<file path="src/rtl/control_unit.sv">
// Sequencing controller for the microc datapath: decodes Opcode and flags into control strobes.
// Optional retired-instruction counter enabled by defining CONTROL_UNIT_COUNT_EN.
module control_unit (
  input  logic       clk,
  input  logic       reset,
  input  logic       start,
  input  logic [5:0] Opcode,
  input  logic       zero,
  input  logic       carry,
  output logic       pc_en,
  output logic       s_inc,
  output logic       s_skip,
  output logic       s_inm,
  output logic       we,
  output logic [2:0] ALUOp,
  output logic       busy
`ifdef CONTROL_UNIT_COUNT_EN
  ,
  output logic [15:0] retired
`endif
);

  localparam logic [1:0] ST_IDLE = 2'd0;
  localparam logic [1:0] ST_RUN  = 2'd1;
  localparam logic [1:0] ST_SKIP = 2'd2;
  localparam logic [1:0] ST_HALT = 2'd3;

  logic [1:0] state_q, state_d;
  logic       cond_taken;

  // In SKIP the flags already hold the result of the compare cycle.
  always_comb begin
    case (Opcode[1:0])
      2'b00:   cond_taken = zero;
      2'b01:   cond_taken = ~zero;
      2'b10:   cond_taken = carry;
      default: cond_taken = ~carry;
    endcase
  end

  always_comb begin
    state_d = state_q;
    pc_en   = 1'b0;
    s_inc   = 1'b0;
    s_skip  = 1'b0;
    s_inm   = 1'b0;
    we      = 1'b0;
    ALUOp   = 3'b000;
    case (state_q)
      ST_IDLE: begin
        if (start) state_d = ST_RUN;
      end
      ST_RUN: begin
        casez (Opcode)
          6'b1?????: begin
            pc_en = 1'b1;
            s_inc = 1'b1;
            we    = 1'b1;
            ALUOp = Opcode[2:0];
          end
          6'b000???: begin
            pc_en = 1'b1;
          end
          6'b001???: begin
            pc_en = 1'b1;
            s_inc = 1'b1;
            s_inm = 1'b1;
            we    = 1'b1;
          end
          6'b0100??: begin
            ALUOp   = 3'b011;
            state_d = ST_SKIP;
          end
          6'b011111: begin
            state_d = ST_HALT;
          end
          default: begin
            pc_en = 1'b1;
            s_inc = 1'b1;
          end
        endcase
      end
      ST_SKIP: begin
        pc_en   = 1'b1;
        s_inc   = 1'b1;
        ALUOp   = 3'b011;
        s_skip  = cond_taken;
        state_d = ST_RUN;
      end
      default: begin
        state_d = ST_HALT;
      end
    endcase
  end

  assign busy = (state_q == ST_RUN) || (state_q == ST_SKIP);

  always_ff @(posedge clk or negedge reset) begin
    if (!reset) state_q <= ST_IDLE;
    else        state_q <= state_d;
  end

`ifdef CONTROL_UNIT_COUNT_EN
  logic [15:0] retired_q, retired_d;

  always_comb begin
    retired_d = retired_q;
    if (pc_en) retired_d = retired_q + 16'd1;
  end

  always_ff @(posedge clk or negedge reset) begin
    if (!reset) retired_q <= 16'd0;
    else        retired_q <= retired_d;
  end

  assign retired = retired_q;
`endif

endmodule

</file>
<file path="config.mk">
export PLATFORM = sky130hd
export DESIGN_NAME = control_unit
export DESIGN_NICKNAME = d
export VERILOG_FILES = /design/src/rtl/control_unit.sv
export SDC_FILE = /design/constraint.sdc
export NUM_CORES = 1
export LEC_CHECK = 0
export CAP_MARGIN = 20
export CORE_AREA = 2 2 39 41
export CTS_BUF_LIST = sky130_fd_sc_hd__clkbuf_16
export CTS_CLUSTER_SIZE = 24
export DETAILED_ROUTE_END_ITERATION = 16
export DIE_AREA = 0 0 41 43
export PLACE_DENSITY = 0.57
export SKIP_CTS_REPAIR_TIMING = 1
export SLEW_MARGIN = 20
export SYNTH_ARGS = -nofsm -noshare
export SYNTH_HDL_FRONTEND = slang
export SYNTH_SLANG_ARGS = --single-unit
</file>
<file path="constraint.sdc">
create_clock -name clk -period 1.99 [get_ports clk]
set_input_delay 0.398 -clock clk [delete_from_list [all_inputs] [get_ports clk]]
set_output_delay 0.398 -clock clk [all_outputs]
set_load 0.005 [all_outputs]
</file>
==> impl_metrics.json <==
{
  "cts-root-buf": "clkbuf_16",
  "drt_iter0_drc": 2,
  "max-slew-margin-rel_pct": 72.8,
  "setup_viol": 0,
  "drt-pass1-iter-count": 4,
  "yosys-top-cells-count": "nor2_1 (5), ha_1 (4), inv_1 (4)",
  "fp.coreArea_sq_um": 1380,
  "drt_drc_violations_left": 0,
  "die_area_sq_um": 1760,
  "wl_per_cell_microns": 11.1,
  "hp-class": "in2async",
  "vias_per_cell": 4.67,
  "grt_pass1_vias": 409,
  "p_total_mw": 1.07,
  "postSynthCellCount": 40,
  "drive_gt1_share_pct": 35.0,
  "start_util_pct": 23.4,
  "design.portCount": 20,
  "min_period_ns": 1.94,
  "dieHeight_microns": 43,
  "period_share_pct": 97.4,
  "antenna_found_initial": 0,
  "overflow": 0,
  "finalMaxSlewViolations": 0,
  "track_usage_pct": 12.6,
  "nets": 97,
  "io_buffers": 19,
  "crit_path_max_fanout": 6,
  "synth_enable_flop_cells": 0,
  "syn_nets": 55,
  "ant_nets": 0,
  "yosysWarnings": 0,
  "reg_top3": "state_q: 2 flops",
  "ys_ff_latch": 2,
  "avgSynthCellArea_sq_um": 8.10,
  "dp.cells": 89,
  "ir_worst_vdd_mv": 0.894,
  "drv_cap": 0,
  "crit_path_start_kind": "flip-flop",
  "final_util_pct": 57.1,
  "worst_path_max_delay_cell": "clkdlybuf4s50_1",
  "grt_start_max_net_pins": 7,
  "drt_wl_total_microns": 1070,
  "fin_tns_setup_ns": 0,
  "crit_chain": "inv_2, ha_4, buf_4, clkdlybuf4s50_1",
  "cts.sinks": 2,
  "worstPathRequired_ns": 1.59,
  "ys_async_sr_fraction_pct": 100,
  "synthTopCellsByArea": "dfrtp_1 (15%), ha_1 (15%), a21boi_1 (6.9%)",
  "critPathMaxStageDelay_ns": 0.48,
  "htreeDepth": 1,
  "diodes": 0,
  "fmax_mhz": 516,
  "max_flop_register": "state_q",
  "clock_latency_ns": 0.22,
  "skew_ns": 0.00113,
  "status": "complete, no violations",
  "ys_types": 22,
  "fp.dieW_microns": 41,
  "clock_path_buffers": 2,
  "synth_top_cell_by_area": "dfrtp_1",
  "hpwlAfterDp_microns": 779,
  "cts_buffers": 3,
  "synth_top_area_share_pct": 15.4,
  "yosysSeqAreaShare_pct": 15.4,
  "area.growth.synth_to_final_pct": 144,
  "syn_area_sq_um": 324,
  "reg2reg_depth": 6,
  "power.density_nw_per_um2": 1350,
  "hold_viol_final": 0,
  "critPathArrivalTime_ns": 1.54,
  "path_clk_slew_ns": 0.03,
  "layout.cells.non_filler": 96,
  "synth_ff_type": "dfrtp_1",
  "via_count": 448,
  "cts_tree": "done",
  "worst_pin_slew_ns": 0.398,
  "rows": 14,
  "largest_reg_flops": 2,
  "worstSetupPathType": "reg2out",
  "timing.hold.ws_ns": 0.343,
  "grt_pass1_wl_microns": 1530,
  "p_leak_nw": 0.507,
  "yosysMostFrequentCell": "nor2_1",
  "crit_path_end_kind": "output pin",
  "gp_congestion": 0.787
}
## path summary, 6_finish.rpt
path | slack, ns | startpoint | endpoint
max | 0.05 | state_q[1] | busy
min | 0.34 | reset | state_q[1]
max reg2reg | 0.55 | state_q[0] | state_q[1]
min reg2reg | 0.65 | state_q[1] | state_q[1]
max in group asynchronous | 1.53 | reset | state_q[0]
min in group clk | 0.65 | state_q[1] | state_q[1]
## per-stage QoR
step                cell area (sq um)  worst slack [ns]
finish                            791            0.0521
global route                      791          -0.00291
CTS                               714            -0.586
detailed placement                639            -0.579
global placement                  639            -0.548
floorplan                         324             0.418
## cells in the final DEF (no fill, tap or decap)
cell | netlist | layout
o41ai_1 | 1 | 1
ha_4 | 0 | 1
o21ai_0 | 1 | 1
a2111oi_0 | 1 | 1
clkbuf_2 | 0 | 2
and2_1 | 3 | 3
inv_2 | 0 | 2
nor2b_1 | 1 | 1
dlymetal6s2s_1 | 0 | 12
buf_4 | 0 | 18
o21ai_1 | 1 | 1
clkdlybuf4s50_1 | 0 | 5
ha_1 | 4 | 3
nor3_1 | 2 | 2
nand2b_1 | 1 | 1
xor2_1 | 1 | 1
mux2i_1 | 2 | 2
and4b_1 | 1 | 1
clkbuf_16 | 0 | 3
a211o_1 | 1 | 1
a21oi_1 | 1 | 1
nor2_1 | 5 | 5
nor4b_4 | 0 | 1
nor3b_2 | 0 | 1
dfrtp_1 | 2 | 2
o21a_1 | 2 | 2
a21boi_1 | 3 | 3
and4_1 | 1 | 1
inv_1 | 4 | 2
## per-layer routing
layer,vias up,share of wire [%],track usage (%)
met2,15,55,21.3
met3,2,7.8,1.57
li1,228,-,-
met1,203,35,13.5
met5,-,0,0
met4,0,1.3,8.00
## cell type report
| class | count | area, sq um |
|---|---|---|
| Fill cell | 133 | 593 |
| Timing Repair Buffer | 37 | 345 |
| Multi-Input combinational cell | 34 | 285 |
| Clock buffer | 3 | 75.1 |
| Sequential cell | 2 | 50.0 |
| Tap cell | 16 | 20.0 |
| Inverter | 4 | 15.0 |
## cell families after synthesis
group	after synthesis	share of synthesized area, %
and+or+nand+nor	16	31.3
AOI/OAI and AO/OA	11	24.3
buffers and inverters	4	4.63
adders and majority gates	4	15.4
muxes	2	6.18
DFF	2	15.4
xor gates and xnor gates	1	2.70
## critical path: cells and delay by family (launching register included)
kind                       cells  cell delay [ns]
buffers and inverters          3             0.65
adders and majority gates      1             0.29
DFF                            1             0.37
## report_power, final
part / switching [mW] / internal (mW) / total (mW)
sequential: 0.0195 / 0.0633 / 0.0828
combinational: 0.271 / 0.413 / 0.685
clock: 0.0478 / 0.256 / 0.304
(Power assumes the default switching activity.)
==> variant (config.mk and constraints unchanged) <==
Register the inputs `start`, `Opcode`, `zero` and `carry` before use. The logic sees them one clock later.
--- a/src/rtl/control_unit.sv
+++ b/src/rtl/control_unit.sv
@@ -26,4 +26,16 @@
   localparam logic [1:0] ST_HALT = 2'd3;
 
+  logic start_q;
+  logic [5:0] Opcode_q;
+  logic zero_q;
+  logic carry_q;
+
+  always_ff @(posedge clk) begin
+    start_q  <= start;
+    Opcode_q <= Opcode;
+    zero_q   <= zero;
+    carry_q  <= carry;
+  end
+
   logic [1:0] state_q, state_d;
   logic       cond_taken;
@@ -31,9 +43,9 @@
   // In SKIP the flags already hold the result of the compare cycle.
   always_comb begin
-    case (Opcode[1:0])
-      2'b00:   cond_taken = zero;
-      2'b01:   cond_taken = ~zero;
-      2'b10:   cond_taken = carry;
-      default: cond_taken = ~carry;
+    case (Opcode_q[1:0])
+      2'b00:   cond_taken = zero_q;
+      2'b01:   cond_taken = ~zero_q;
+      2'b10:   cond_taken = carry_q;
+      default: cond_taken = ~carry_q;
     endcase
   end
@@ -49,13 +61,13 @@
     case (state_q)
       ST_IDLE: begin
-        if (start) state_d = ST_RUN;
+        if (start_q) state_d = ST_RUN;
       end
       ST_RUN: begin
-        casez (Opcode)
+        casez (Opcode_q)
           6'b1?????: begin
             pc_en = 1'b1;
             s_inc = 1'b1;
             we    = 1'b1;
-            ALUOp = Opcode[2:0];
+            ALUOp = Opcode_q[2:0];
           end
           6'b000???: begin
Function: changed (a bounded check fails within 4 cycles, from zero or initial values and one cycle with reset low).
==> variant against the unedited design <==
  * Clock power increased by 14%
  * First-iteration DRC count grew to 4.5 times the old value
  * Critical path depth grew 2
  * Final area rose by 29%
  * Global-route usage increased by 3.6 points
  * Hold slack worse by 17 ps
  * Routed wire length increased by 21%
  * Power is 37% higher
  * Synthesized area increased by 59%
  * Combinational power increased by 21%
  * Setup slack gained 12 ps
  * Sequential cell count rose by 9
==> variant: results (changes against the unedited design) <==
Compound-Gate Fraction of Synth Area 0.234 (-0.00967); status finished clean; fin nets 103 (+6.2%); met2 WL 619 um (+4.7%); worst slack at placement -34.3 ps (+544 ps); Seq/Total Area, Yosys 0.448 (+0.293); worst min-delay path class in -> async; post-synthesis async set-or-reset flop share 0.182 (-0.818); synth top area cells dfxtp_1 (35%), dfrtp_1 (9.7%), ha_1 (9.7%), a2111oi_4 (5.4%), a21boi_0 (4.4%); Worst VDD drop 0.992 mV (+11%); slowest stage delay, CP 430 ps (-50 ps); top flop regs Opcode_q x6, state_q x2; placed insts 94 (+5.6%); Placer Congestion 0.671 (-15%); uppermost layer routed met4; critical path fanouts, max 3 (-3); critical path's top delay family flip-flops; Routed WL per cell 12.6 um (+13%); first-pass GRT wire length 1860 um (+22%); clock transition at the registers of the reported paths 40 ps; dpl hpwl 903 um (+16%); Longest Clk Path Bufs 2 (unchanged); Met1 Routed Length 529 um (+41%); via/cell ratio 4.80 (+2.8%); Total GRT Usage 0.161 (+0.0359); Post-Synth Adder-Cell Area 0.0973 (-0.0571); Leakage 0.000554 uW (+9.4%); share of layout cells above drive strength 1 0.368 (+0.0178); mux contribution to synthesized area 0.0195 (-0.0423); Synth warnings 0 (unchanged); initial drt markers 9 (+7); most instantiated cells after synthesis dfxtp_1 (9), ha_1 (4), nand2_1 (4); Setup Skew 0.832 ps (-0.303 ps); Synth Instances 47 (+18%); area post-placement 815 um2 (+27%); Worst-Skew Late Latency 230 ps; XOR/XNOR share of the synthesized area 0.0170 (-0.0100); fillers 108 (-19%); R2R Setup Slk 350 ps (-200 ps); DR vias 494 (+10%); WL met3 93 um (+12%); Synth cell types 22 (unchanged); Rel. slew slack 0.805 (+0.0772); Syn Nets 62 (+13%); critical path's slowest cell dfrtp_1; vias in the first global route 442 (+8.1%); final core occ 0.738 (+0.166)
==> variant: area by class of cell <==
class                      count  area [um2]  share of cell area
tap                           16        20.0              0.0196
sequential                    11         230               0.225
timing repair buffer          36         344               0.337
inverter                       3        11.3              0.0110
clock inverter                 1        3.75             0.00368
clock buffer                   3        75.1              0.0735
multi-input combinational     33         337               0.330
==> variant: final timing paths <==
| kind | startpoint | end | cells past startpoint |
|---|---|---|---|
| max | state_q[1]$_DFFE_PN0P_ | ALUOp[1] | 6 |
| min | reset | state_q[1]$_DFFE_PN0P_ | 1 |
| max reg2reg | Opcode_q[2]$_DFF_P_ | state_q[0]$_DFFE_PN0P_ | 4 |
| min reg2reg | state_q[0]$_DFFE_PN0P_ | state_q[0]$_DFFE_PN0P_ | 2 |
| max in group asynchronous | reset | state_q[0]$_DFFE_PN0P_ | 1 |
| min in group clk | Opcode[5] | Opcode_q[5]$_DFF_P_ | 1 |
==> variant: worst register-to-register path, stage by stage (launching register included) <==
cell,delay [ps]
dfxtp_1,300
or4b_4,580
buf_4,180
a2111oi_4,360
a211oi_1,90
==> variant: cells by family after synthesis <==
kind of cell / count (synthesis)
xor gates and xnor gates: 1
DFF: 11
AOI/OAI and AO/OA: 13
adders and majority gates: 4
and+or+nand+nor: 14
buffers and inverters: 3
muxes: 1
==> variant: per-layer routing <==
layer	vias to the layer above	global-route usage
met5	-	0
met4	0	0.0800
met3	6	0.0471
met2	23	0.225
met1	214	0.220
li1	251	-
==> variant: metrics by stage <==
stage	hold slack (ps)	TNS [ps]
after CTS	326	-1650
after global routing	329	0
final	326	0
after floorplan	102	0
after detailed placement	570	-94.7
after global placement	568	-119
==> variant: report_power, final <==
group / internal, uW / total, uW / switching [uW] / leakage, uW
clock network: 262 / 347 / 84.7 / 0.0000423
logic: 503 / 831 / 328 / 0.000412
registers: 255 / 288 / 32.6 / 0.0000994
